File: src/rtl/spi_pkg.sv
`default_nettype none
// ============================================================================
//  Module   : spi_pkg
//  Purpose  : Shared types and constants for the SPI slave front end:
//             FSM state encoding, 2-bit command codes and the frame-width
//             derivation used by the controller and its shift registers.
//  Ports    : none (package)
//  Revision : 1.0 - initial release
// ============================================================================
package spi_pkg;

    localparam int DEFAULT_DATA_W = 8;

    // Command field, carried in the two MSBs of every frame.
    localparam logic [1:0] CMD_WR_ADDR = 2'b00;
    localparam logic [1:0] CMD_WR_DATA = 2'b01;
    localparam logic [1:0] CMD_RD_ADDR = 2'b10;
    localparam logic [1:0] CMD_RD_DATA = 2'b11;

    typedef enum logic [2:0] {
        IDLE      = 3'd0,
        CHK_CMD   = 3'd1,
        WRITE     = 3'd2,
        READ_ADD  = 3'd3,
        READ_DATA = 3'd4
    } state_e;

    // A frame is the 2-bit command followed by the payload.
    function automatic int frame_w(input int data_w);
        return data_w + 2;
    endfunction

endpackage
`default_nettype wire

File: src/rtl/spi_shift_reg.sv
`default_nettype none
// ============================================================================
//  Module   : spi_shift_reg
//  Purpose  : Generic MSB-first shift register. Used serial-in/parallel-out
//             to assemble MOSI frames and parallel-in/serial-out to drive
//             MISO. The serial output is its own flop so it can feed a pin.
//  Ports    : clk, rst_n       clock, async active-low reset
//             clr              synchronous clear (highest priority)
//             load, load_data  parallel load; MSB appears on serial_out next
//             shift, serial_in shift left by one, serial_in enters the LSB
//             par_out          register contents
//             serial_out       registered serial output
//  Revision : 1.0 - initial release
// ============================================================================
module spi_shift_reg #(
    parameter int WIDTH = 8
) (
    input  logic             clk,
    input  logic             rst_n,
    input  logic             clr,
    input  logic             load,
    input  logic             shift,
    input  logic             serial_in,
    input  logic [WIDTH-1:0] load_data,
    output logic [WIDTH-1:0] par_out,
    output logic             serial_out
);

    logic [WIDTH-1:0] r_data;
    logic             r_sout;

    always_ff @(posedge clk or negedge rst_n) begin
        if (!rst_n) begin
            r_data <= '0;
            r_sout <= 1'b0;
        end else if (clr) begin
            r_data <= '0;
            r_sout <= 1'b0;
        end else if (load) begin
            // The MSB goes straight to the output flop so the first bit is
            // visible the cycle after the load; the rest queue up behind it.
            r_sout <= load_data[WIDTH-1];
            r_data <= {load_data[WIDTH-2:0], serial_in};
        end else if (shift) begin
            r_sout <= r_data[WIDTH-1];
            r_data <= {r_data[WIDTH-2:0], serial_in};
        end
    end

    assign par_out    = r_data;
    assign serial_out = r_sout;

endmodule
`default_nettype wire

File: src/rtl/spi_slave_ctrl.sv
`default_nettype none
// ============================================================================
//  Module   : spi_slave_ctrl
//  Purpose  : SPI slave front end. Deserialises MOSI frames into
//             {cmd[1:0], payload} words for the RAM and serialises RAM read
//             data back onto MISO.
//  Ports    : clk, rst_n   system clock, async active-low reset
//             SS_n         slave select, active-low (high ends/aborts frame)
//             MOSI         serial data in, MSB first
//             MISO         serial data out (registered)
//             rx_data      assembled frame to the RAM
//             rx_valid     one-cycle strobe qualifying rx_data
//             tx_data      RAM read data
//             tx_valid     RAM read data valid
//  Revision : 1.0 - initial release
// ============================================================================
module spi_slave_ctrl
    import spi_pkg::*;
#(
    parameter int DATA_W = DEFAULT_DATA_W
) (
    input  logic                      clk,
    input  logic                      rst_n,
    input  logic                      SS_n,
    input  logic                      MOSI,
    output logic                      MISO,
    output logic [frame_w(DATA_W)-1:0] rx_data,
    output logic                      rx_valid,
    input  logic [DATA_W-1:0]         tx_data,
    input  logic                      tx_valid
);

    localparam int FRAME_W = frame_w(DATA_W);

    // Bit counter values: last frame bit about to be sampled / frame complete.
    localparam logic [3:0] c_cnt_last = 4'(FRAME_W - 1);
    localparam logic [3:0] c_cnt_full = 4'(FRAME_W);

    state_e               r_state;
    logic [3:0]           r_cnt;
    logic [FRAME_W-1:0]   r_rx_data;
    logic                 r_rx_valid;
    logic                 r_rd_addr_seen;
    logic                 r_loaded;

    logic                 w_rx_clr;
    logic                 w_rx_shift;
    logic [FRAME_W-1:0]   w_rx_par;
    logic                 w_unused_rx_sout;

    logic                 w_tx_clr;
    logic                 w_tx_load;
    logic                 w_tx_shift;
    logic [DATA_W-1:0]    w_unused_tx_par;

    // ------------------------------------------------------------------
    // Shift-register control
    // ------------------------------------------------------------------
    always_comb begin
        w_rx_clr   = (r_state == IDLE);
        // Garbage shifted in after an abort is harmless: IDLE clears it and
        // rx_data only updates on a completed frame.
        w_rx_shift = (r_state != IDLE) && (r_cnt < c_cnt_full);

        // Read data is accepted once per READ_DATA frame, only after the
        // command frame has been fully received.
        w_tx_load  = (r_state == READ_DATA) && (r_cnt == c_cnt_full) &&
                     !r_loaded && !SS_n && tx_valid;
        // Keep shifting after the byte is out so zeros follow on MISO.
        w_tx_shift = r_loaded;
        w_tx_clr   = (r_state != READ_DATA) || SS_n;
    end

    spi_shift_reg #(
        .WIDTH (FRAME_W)
    ) u_rx_sreg (
        .clk        (clk),
        .rst_n      (rst_n),
        .clr        (w_rx_clr),
        .load       (1'b0),
        .shift      (w_rx_shift),
        .serial_in  (MOSI),
        .load_data  ('0),
        .par_out    (w_rx_par),
        .serial_out (w_unused_rx_sout)
    );

    spi_shift_reg #(
        .WIDTH (DATA_W)
    ) u_tx_sreg (
        .clk        (clk),
        .rst_n      (rst_n),
        .clr        (w_tx_clr),
        .load       (w_tx_load),
        .shift      (w_tx_shift),
        .serial_in  (1'b0),
        .load_data  (tx_data),
        .par_out    (w_unused_tx_par),
        .serial_out (MISO)
    );

    // ------------------------------------------------------------------
    // Frame FSM, bit counter and read-address tracking
    // ------------------------------------------------------------------
    always_ff @(posedge clk or negedge rst_n) begin
        if (!rst_n) begin
            r_state        <= IDLE;
            r_cnt          <= '0;
            r_rx_data      <= '0;
            r_rx_valid     <= 1'b0;
            r_rd_addr_seen <= 1'b0;
            r_loaded       <= 1'b0;
        end else begin
            r_rx_valid <= 1'b0;
            case (r_state)
                IDLE: begin
                    r_cnt    <= '0;
                    r_loaded <= 1'b0;
                    if (!SS_n) begin
                        r_state <= CHK_CMD;
                    end
                end
                CHK_CMD: begin
                    if (SS_n) begin
                        r_state <= IDLE;
                        r_cnt   <= '0;
                    end else begin
                        r_cnt <= 4'd1;
                        // Bit 9 splits writes from reads; a read goes to
                        // READ_DATA only once an address has been delivered.
                        if (MOSI == CMD_RD_ADDR[1]) begin
                            r_state <= r_rd_addr_seen ? READ_DATA : READ_ADD;
                        end else begin
                            r_state <= WRITE;
                        end
                    end
                end
                WRITE, READ_ADD, READ_DATA: begin
                    // The final bit completes the frame even if SS_n rises
                    // on this same cycle.
                    if (r_cnt == c_cnt_last) begin
                        r_rx_data  <= {w_rx_par[FRAME_W-2:0], MOSI};
                        r_rx_valid <= 1'b1;
                        if (r_state == READ_ADD) begin
                            r_rd_addr_seen <= 1'b1;
                        end
                    end
                    if (r_cnt < c_cnt_full) begin
                        r_cnt <= r_cnt + 4'd1;
                    end
                    if (w_tx_load) begin
                        r_loaded       <= 1'b1;
                        r_rd_addr_seen <= 1'b0;
                    end
                    if (SS_n) begin
                        r_state <= IDLE;
                        r_cnt   <= '0;
                    end
                end
                default: begin
                    r_state <= IDLE;
                    r_cnt   <= '0;
                end
            endcase
        end
    end

    assign rx_data  = r_rx_data;
    assign rx_valid = r_rx_valid;

endmodule
`default_nettype wire

File: config.mk
export PLATFORM = sky130hd
export DESIGN_NAME = spi_slave_ctrl
export DESIGN_NICKNAME = d
export VERILOG_FILES = /design/src/rtl/spi_pkg.sv /design/src/rtl/spi_shift_reg.sv /design/src/rtl/spi_slave_ctrl.sv
export SDC_FILE = /design/constraint.sdc
export NUM_CORES = 1
export LEC_CHECK = 0
export ABC_AREA = 1
export CAP_MARGIN = 0
export CELL_PAD_IN_SITES_DETAIL_PLACEMENT = 0
export CELL_PAD_IN_SITES_GLOBAL_PLACEMENT = 1
export CORE_ASPECT_RATIO = 0.75
export CORE_UTILIZATION = 40
export CTS_CLUSTER_DIAMETER = 80
export CTS_CLUSTER_SIZE = 8
export DETAILED_ROUTE_END_ITERATION = 8
export HOLD_SLACK_MARGIN = 0.08
export PLACE_DENSITY_LB_ADDON = 0.15
export SLEW_MARGIN = 20
export SYNTH_ARGS = -nofsm -noshare
export SYNTH_HDL_FRONTEND = slang
export SYNTH_SLANG_ARGS = --single-unit
export TNS_END_PERCENT = 100
File: constraint.sdc
create_clock -name clk -period 1.85 [get_ports clk]
set_input_delay 0.37 -clock clk [delete_from_list [all_inputs] [get_ports clk]]
set_output_delay 0.37 -clock clk [all_outputs]
set_load 0.01 [all_outputs]
Yosys cells after proc, flatten, opt, wreduce, memory -nomap -nowiden
Index checks and enable logic that the tools add are counted.
{"block": "totals", "regBits": 38, "elab_cells": 67}
{"block": "classes", "addsub": 1, "order_cmp": 1, "eq_ne": 11, "mux": 25, "reduce_logical": 20}
{"op": "2-to-1 mux 8 bit", "n": 3}
{"op": "2-to-1 mux 9 bit", "n": 2}
{"op": "2-to-1 mux 3 bit", "n": 5}
{"op": "2-to-1 mux 1 bit", "n": 10}
{"op": "one-hot mux 3 bit (3 select lines)", "n": 1}
{"op": "== test 4 bit, second input constant", "n": 2}
{"op": "2-to-1 mux 4 bit", "n": 2}
{"op": "one-hot mux 4 bit (2 select lines)", "n": 1}
{"op": "nonzero test 2 bit", "n": 4}
{"op": "== test 3 x 2 -> 1 bit, second input constant", "n": 2}
{"op": "inequality test 3 bit, second input constant", "n": 2}
{"op": "AND reduction 2 bit", "n": 3}
{"op": "nonzero test 3 bit", "n": 2}
{"op": "logical AND 1 bit", "n": 5}
{"op": "adder 4 x 1 -> 4 bit, second input constant", "n": 1}
{"op": "< comparator 4 bit, second input constant", "n": 1}
{"op": "inequality test 2 bit, second input constant", "n": 2}
{"op": "== test 3 x 1 -> 1 bit, second input constant", "n": 1}
{"op": "== test 3 bit, second input constant", "n": 1}
{"op": "logical NOT 3 bit", "n": 1}
{"op": "AND reduction 3 bit", "n": 1}
{"op": "OR reduction 3 bit", "n": 1}
{"op": "logical NOT 1 bit", "n": 2}
{"op": "inequality test 2 x 1 -> 1 bit, second input constant", "n": 1}
{"op": "2 further kinds", "n": 2}

Logic depth before layout (Yosys ltp)
{"block": "logic_depth", "ltp_word": 7, "depth_mapped": 9, "mapped_depth_nobuf": 8}

Hierarchy
Synthesis repeated with hierarchy kept, for this count alone.
{"block": "unflattened", "cells_unflattened": 269, "hier_area_um2": 2030.7}
{"mod": "spi_slave_ctrl", "instances": 1, "cells_each": 122, "area_each_um2": 960.9, "seq_area_each_um2": 500.5}
{"mod": "spi_shift_reg at u_rx_sreg", "instances": 1, "cells_each": 82, "area_each_um2": 583.1, "seq_area_each_um2": 275.3}
{"mod": "spi_shift_reg at u_tx_sreg", "instances": 1, "cells_each": 65, "area_each_um2": 486.7, "seq_area_each_um2": 225.2}

Worst setup path after synthesis
No wires, ideal clock.
{"block": "synth_path", "path_kind": "register to register", "from": "register r_cnt[0]", "to": "register u_tx_sreg.r_data[2] (netlist: u_tx_sreg.par_out[2])", "setup_ns": 0.118, "t_arrival_ns": 1.371, "setup_slack_ns": 0.362, "path_stages_with_launch": 8, "n_path_buf": 0, "synth_period_minus_slack_ns": 1.488, "cell_sequence": "dfrtp_1 -> inv_1 -> ha_1 -> nand2_1 -> nor3_1 -> nand3_1 -> nand3_1 -> nand2_1"}
{"block": "synth_via", "elab_chain_len": 7, "elab_cells_between_ends": 8, "cone_classes": "1 x eq/ne; 2 x mux; 5 x reduce/logical"}
{"element": "start: declaration", "line": "spi_slave_ctrl.sv:40", "text": "logic [3:0] r_cnt;"}
{"element": "start signal: assignment", "line": "spi_slave_ctrl.sv:149", "text": "r_cnt <= r_cnt + 4'd1;"}
{"element": "== test 4 bit *", "line": "spi_slave_ctrl.sv:67", "text": "w_tx_load = (r_state == READ_DATA) && (r_cnt == c_cnt_full) &&"}
{"element": "logical AND 1 bit * (2 in series)", "line": "spi_slave_ctrl.sv:67"}
{"element": "logical AND 1 bit * (2 in series)", "line": "spi_slave_ctrl.sv:68", "text": "!r_loaded && !SS_n && tx_valid;"}
{"element": "2-to-1 mux 8 bit", "line": "spi_shift_reg.sv:39", "text": "end else if (load) begin"}
{"element": "2-to-1 mux 8 bit", "line": "spi_shift_reg.sv:36", "text": "end else if (clr) begin"}
{"element": "end signal: assignment", "line": "spi_shift_reg.sv:43", "text": "r_data <= {load_data[WIDTH-2:0], serial_in};"}
{"element": "end signal: assignment", "line": "spi_shift_reg.sv:46", "text": "r_data <= {r_data[WIDTH-2:0], serial_in};"}
{"element": "end: declaration", "line": "spi_shift_reg.sv:29", "text": "logic [WIDTH-1:0] r_data;"}
Every way passes the cells marked *; elsewhere a longest branch is shown, timed or not.
A chain may end at the register's enable or synchronous reset.

Worst setup path in the final report
{"block": "layout_path", "from": "register u_tx_sreg.r_sout (netlist: u_tx_sreg.serial_out)", "to": "output port MISO"}
{"element": "start: declaration", "line": "spi_shift_reg.sv:30", "text": "logic r_sout;"}
{"element": "start signal: assignment", "line": "spi_shift_reg.sv:42", "text": "r_sout <= load_data[WIDTH-1];"}
{"element": "start signal: assignment", "line": "spi_shift_reg.sv:45", "text": "r_sout <= r_data[WIDTH-1];"}
{"element": "end: declaration", "line": "spi_slave_ctrl.sv:26", "text": "output logic MISO,"}
No word-level cell between the ends.

==> flow_summary.toml <==
[run_status]
run_status = "completed"

[synthesis]
ys_types = 27
ys_seq_area_share_pct = 52.6
synthTopCellsByCount = "nand2_1 (46), dfrtp_1 (37), nand3_1 (34)"
synth_top_area_share_pct = 52.6
synthTopCellsByArea = "dfrtp_1 (53%), nand2_1 (9.8%), nand3_1 (9.7%), inv_1 (5.3%), o21bai_1 (3.0%)"
syn_nets = 215
syn_area_sq_um = 1760
synth_edf_count = 0
ys_seq_elements = 37
synth_most_common_cell = "nand2_1"
ys.flop_type = "dfrtp_1"
async_flop_share_pct = 100
syn_area_per_cell_sq_um = 8.85
ys_warn_count = 0
yosys.area.top_type = "dfrtp_1"
synthCells = 199

[critical_path]
critPathSlowestCell = "clkdlybuf4s50_1"
start_kind = "flop"
path_cells = "clkdlybuf4s50_1"
critPathKind = "reg2out"
worstSetupEndpointType = "output pin"
cp.required_ps = 1480
worstPathMaxFanout = 2
arrival_ps = 1170
crit_buf_inv = 1
cp_slowest_stage_delay_ps = 530
cp_top_family = "buffers and inverters"

[detailed_routing]
viasPerCell = 4.90
wl_met2_um = 1450
routedWlPerCell_um = 12.6
wl_met3_um = 189
vias = 1406
drt_iter0_markers = 83
routed.top_layer = "met4"
ant_nets = 0
totalWireLength_um = 3610
drcViolationCount = 0
m1WireLength_um = 1920
firstDrtPassIters = 4

[cells_and_area]
antenna_cells = 0
final_nets = 247
areaGrowthSynthToFinish_pct = 24.0
drive_gt1_share_pct = 12.9

[place]
dpl.hpwl_um = 2560
gp_routability_congestion = 0.750
numPortBuffers = 24

[die]
num_rows = 20
io_pins = 25
fp.dieH_um = 59.5
core_sq_um = 4130
start_util_pct = 42.6
die-area_sq_um = 4670
die_w_um = 78.6

[clock_tree]
clk_latency_ps = 290
ctsHoldBuffers = 0
cts-resized-gates = 0
htree_levels = 2
cts_buffer_depth = 2
cts_tree = "built"
post_cts_buffers = 0
path_clk_slew_ps = 80
numCtsBuffers = 5
root_buffer = "clkbuf_8"
clkSinkCount = 37

[pwr]
seq_power_share_pct = 51.7
power_frac_clock_pct = 37.4
p_leak_nw = 1.05
ir_drop_mv = 0.374
powerDensity_nw_per_um2 = 756
switching_power_uw = 415
switching_share_pct = 25.2
power.share.combinational_pct = 10.8
p_int_mw = 1.23

[grt]
grt_util_all_layers_pct = 17.4
grt_first_pass_wirelength_um = 6080
grt_max_degree = 38
antenna_found_initial = 0
grt_pass1_vias = 1278
grt_overflow = 0

[timing]
period_needed_ps = 1540
maxSlewViolCount = 0
finalHoldWorstSlack_ps = 475
rsz0062_at_grt = "false"
fin_skew_ps = 6.27
max_slew.worst_pin.slew_ps = 462
fin_setup_tns_ps = 0
fmax_mhz = 648
hold_viol = 0
finalCritPeriodShare_pct = 83.5
maxSlewHeadroom_pct = 69.2
setup_viol = 0

[worst_hold_path]
min_path_type = "reg2reg"

[flow_run]
cap_viol_max_count = 0
-- cell families after synthesis --
family                     share of synthesized area [%]
buffers and inverters                               7.82
xor gates and xnor gates                           0.498
and+or+nand+nor                                     26.1
DFF                                                 52.6
adders and majority gates                           2.13
AOI/OAI and AO/OA                                   10.9
-- metrics by stage --
| step | util (%) | cell area, sq um | setup slack [ps] | total power, mW | std cells |
|---|---|---|---|---|---|
| floorplan | - | 1760 | 362 | 0.968 | 199 |
| global placement | 50.4 | 2080 | 107 | 1.05 | 279 |
| detailed placement | 50.4 | 2080 | 40.3 | 1.05 | 279 |
| CTS | 52.8 | 2180 | 291 | 1.67 | 287 |
| global route | 52.8 | 2180 | 233 | 1.74 | 287 |
| finish | 52.8 | 2180 | 306 | 1.65 | 287 |
-- registers in the layout (all words and copies together), names as in the netlist --
register              flops
u_rx_sreg.par_out         9
r_rd_addr_seen            1
r_cnt                     4
rx_data                  10
u_tx_sreg.serial_out      1
r_loaded                  1
r_state                   3
rx_valid                  1
u_tx_sreg.par_out         7
-- cells in the final DEF (no fill, tap or decap), types with 2 or more instances in the layout --
cell / synthesis / routed
nand2_1: 46 / 46
inv_1: 25 / 25
clkdlybuf4s50_1: 0 / 24
a21oi_1: 3 / 3
nor2_2: 2 / 2
o21bai_1: 7 / 7
nor2_1: 6 / 6
o21ai_2: 6 / 6
clkbuf_8: 0 / 7
o21ai_0: 10 / 10
nand3_1: 34 / 34
nand3_2: 2 / 2
ha_1: 3 / 3
dfrtp_1: 37 / 37
buf_4: 1 / 6
nand4_1: 2 / 2
-- worst min-delay path, cell delays in order (launching register included) --
cell and delay [ps]:
dfrtp_1 350, nand2_1 50, nand2_1 40
-- cell type report --
type	instances	area (sq um)
Clock buffer	7	96.3
Clock inverter	1	5.00
Fill cell	404	1950
Inverter	27	104
Multi-Input combinational cell	130	697
Sequential cell	37	926
Tap cell	55	68.8
Timing Repair Buffer	30	285
-- worst paths after layout --
check,startpoint,endpoint,slack (ps),cells after the start
min in group asynchronous,rst_n,r_rd_addr_seen,500,2
max reg2reg,r_cnt[0],u_tx_sreg.par_out[5],380,8
min,rx_data[0],rx_data[0],470,2
max in group asynchronous,rst_n,r_cnt[1],1020,2
min reg2reg,rx_data[0],rx_data[0],470,2
max,u_tx_sreg.serial_out,MISO,310,1
-- power by group through the flow --
| stage | registers, mW | clock network, mW | logic [mW] |
|---|---|---|---|
| after floorplan | 0.863 | 0 | 0.105 |
| after global placement | 0.868 | 0 | 0.178 |
| after detailed placement | 0.868 | 0 | 0.179 |
| after CTS | 0.853 | 0.639 | 0.181 |
| after global routing | 0.857 | 0.677 | 0.202 |
| final | 0.853 | 0.618 | 0.179 |
-- routing by layer --
metal  up-vias  global-route usage (%)
li1        713                       -
met1       656                    26.4
met2        32                    22.6
met3         5                    4.62
met4         0                    7.94
met5         -                       0
Note: power is estimated with default switching activity, not from simulation.
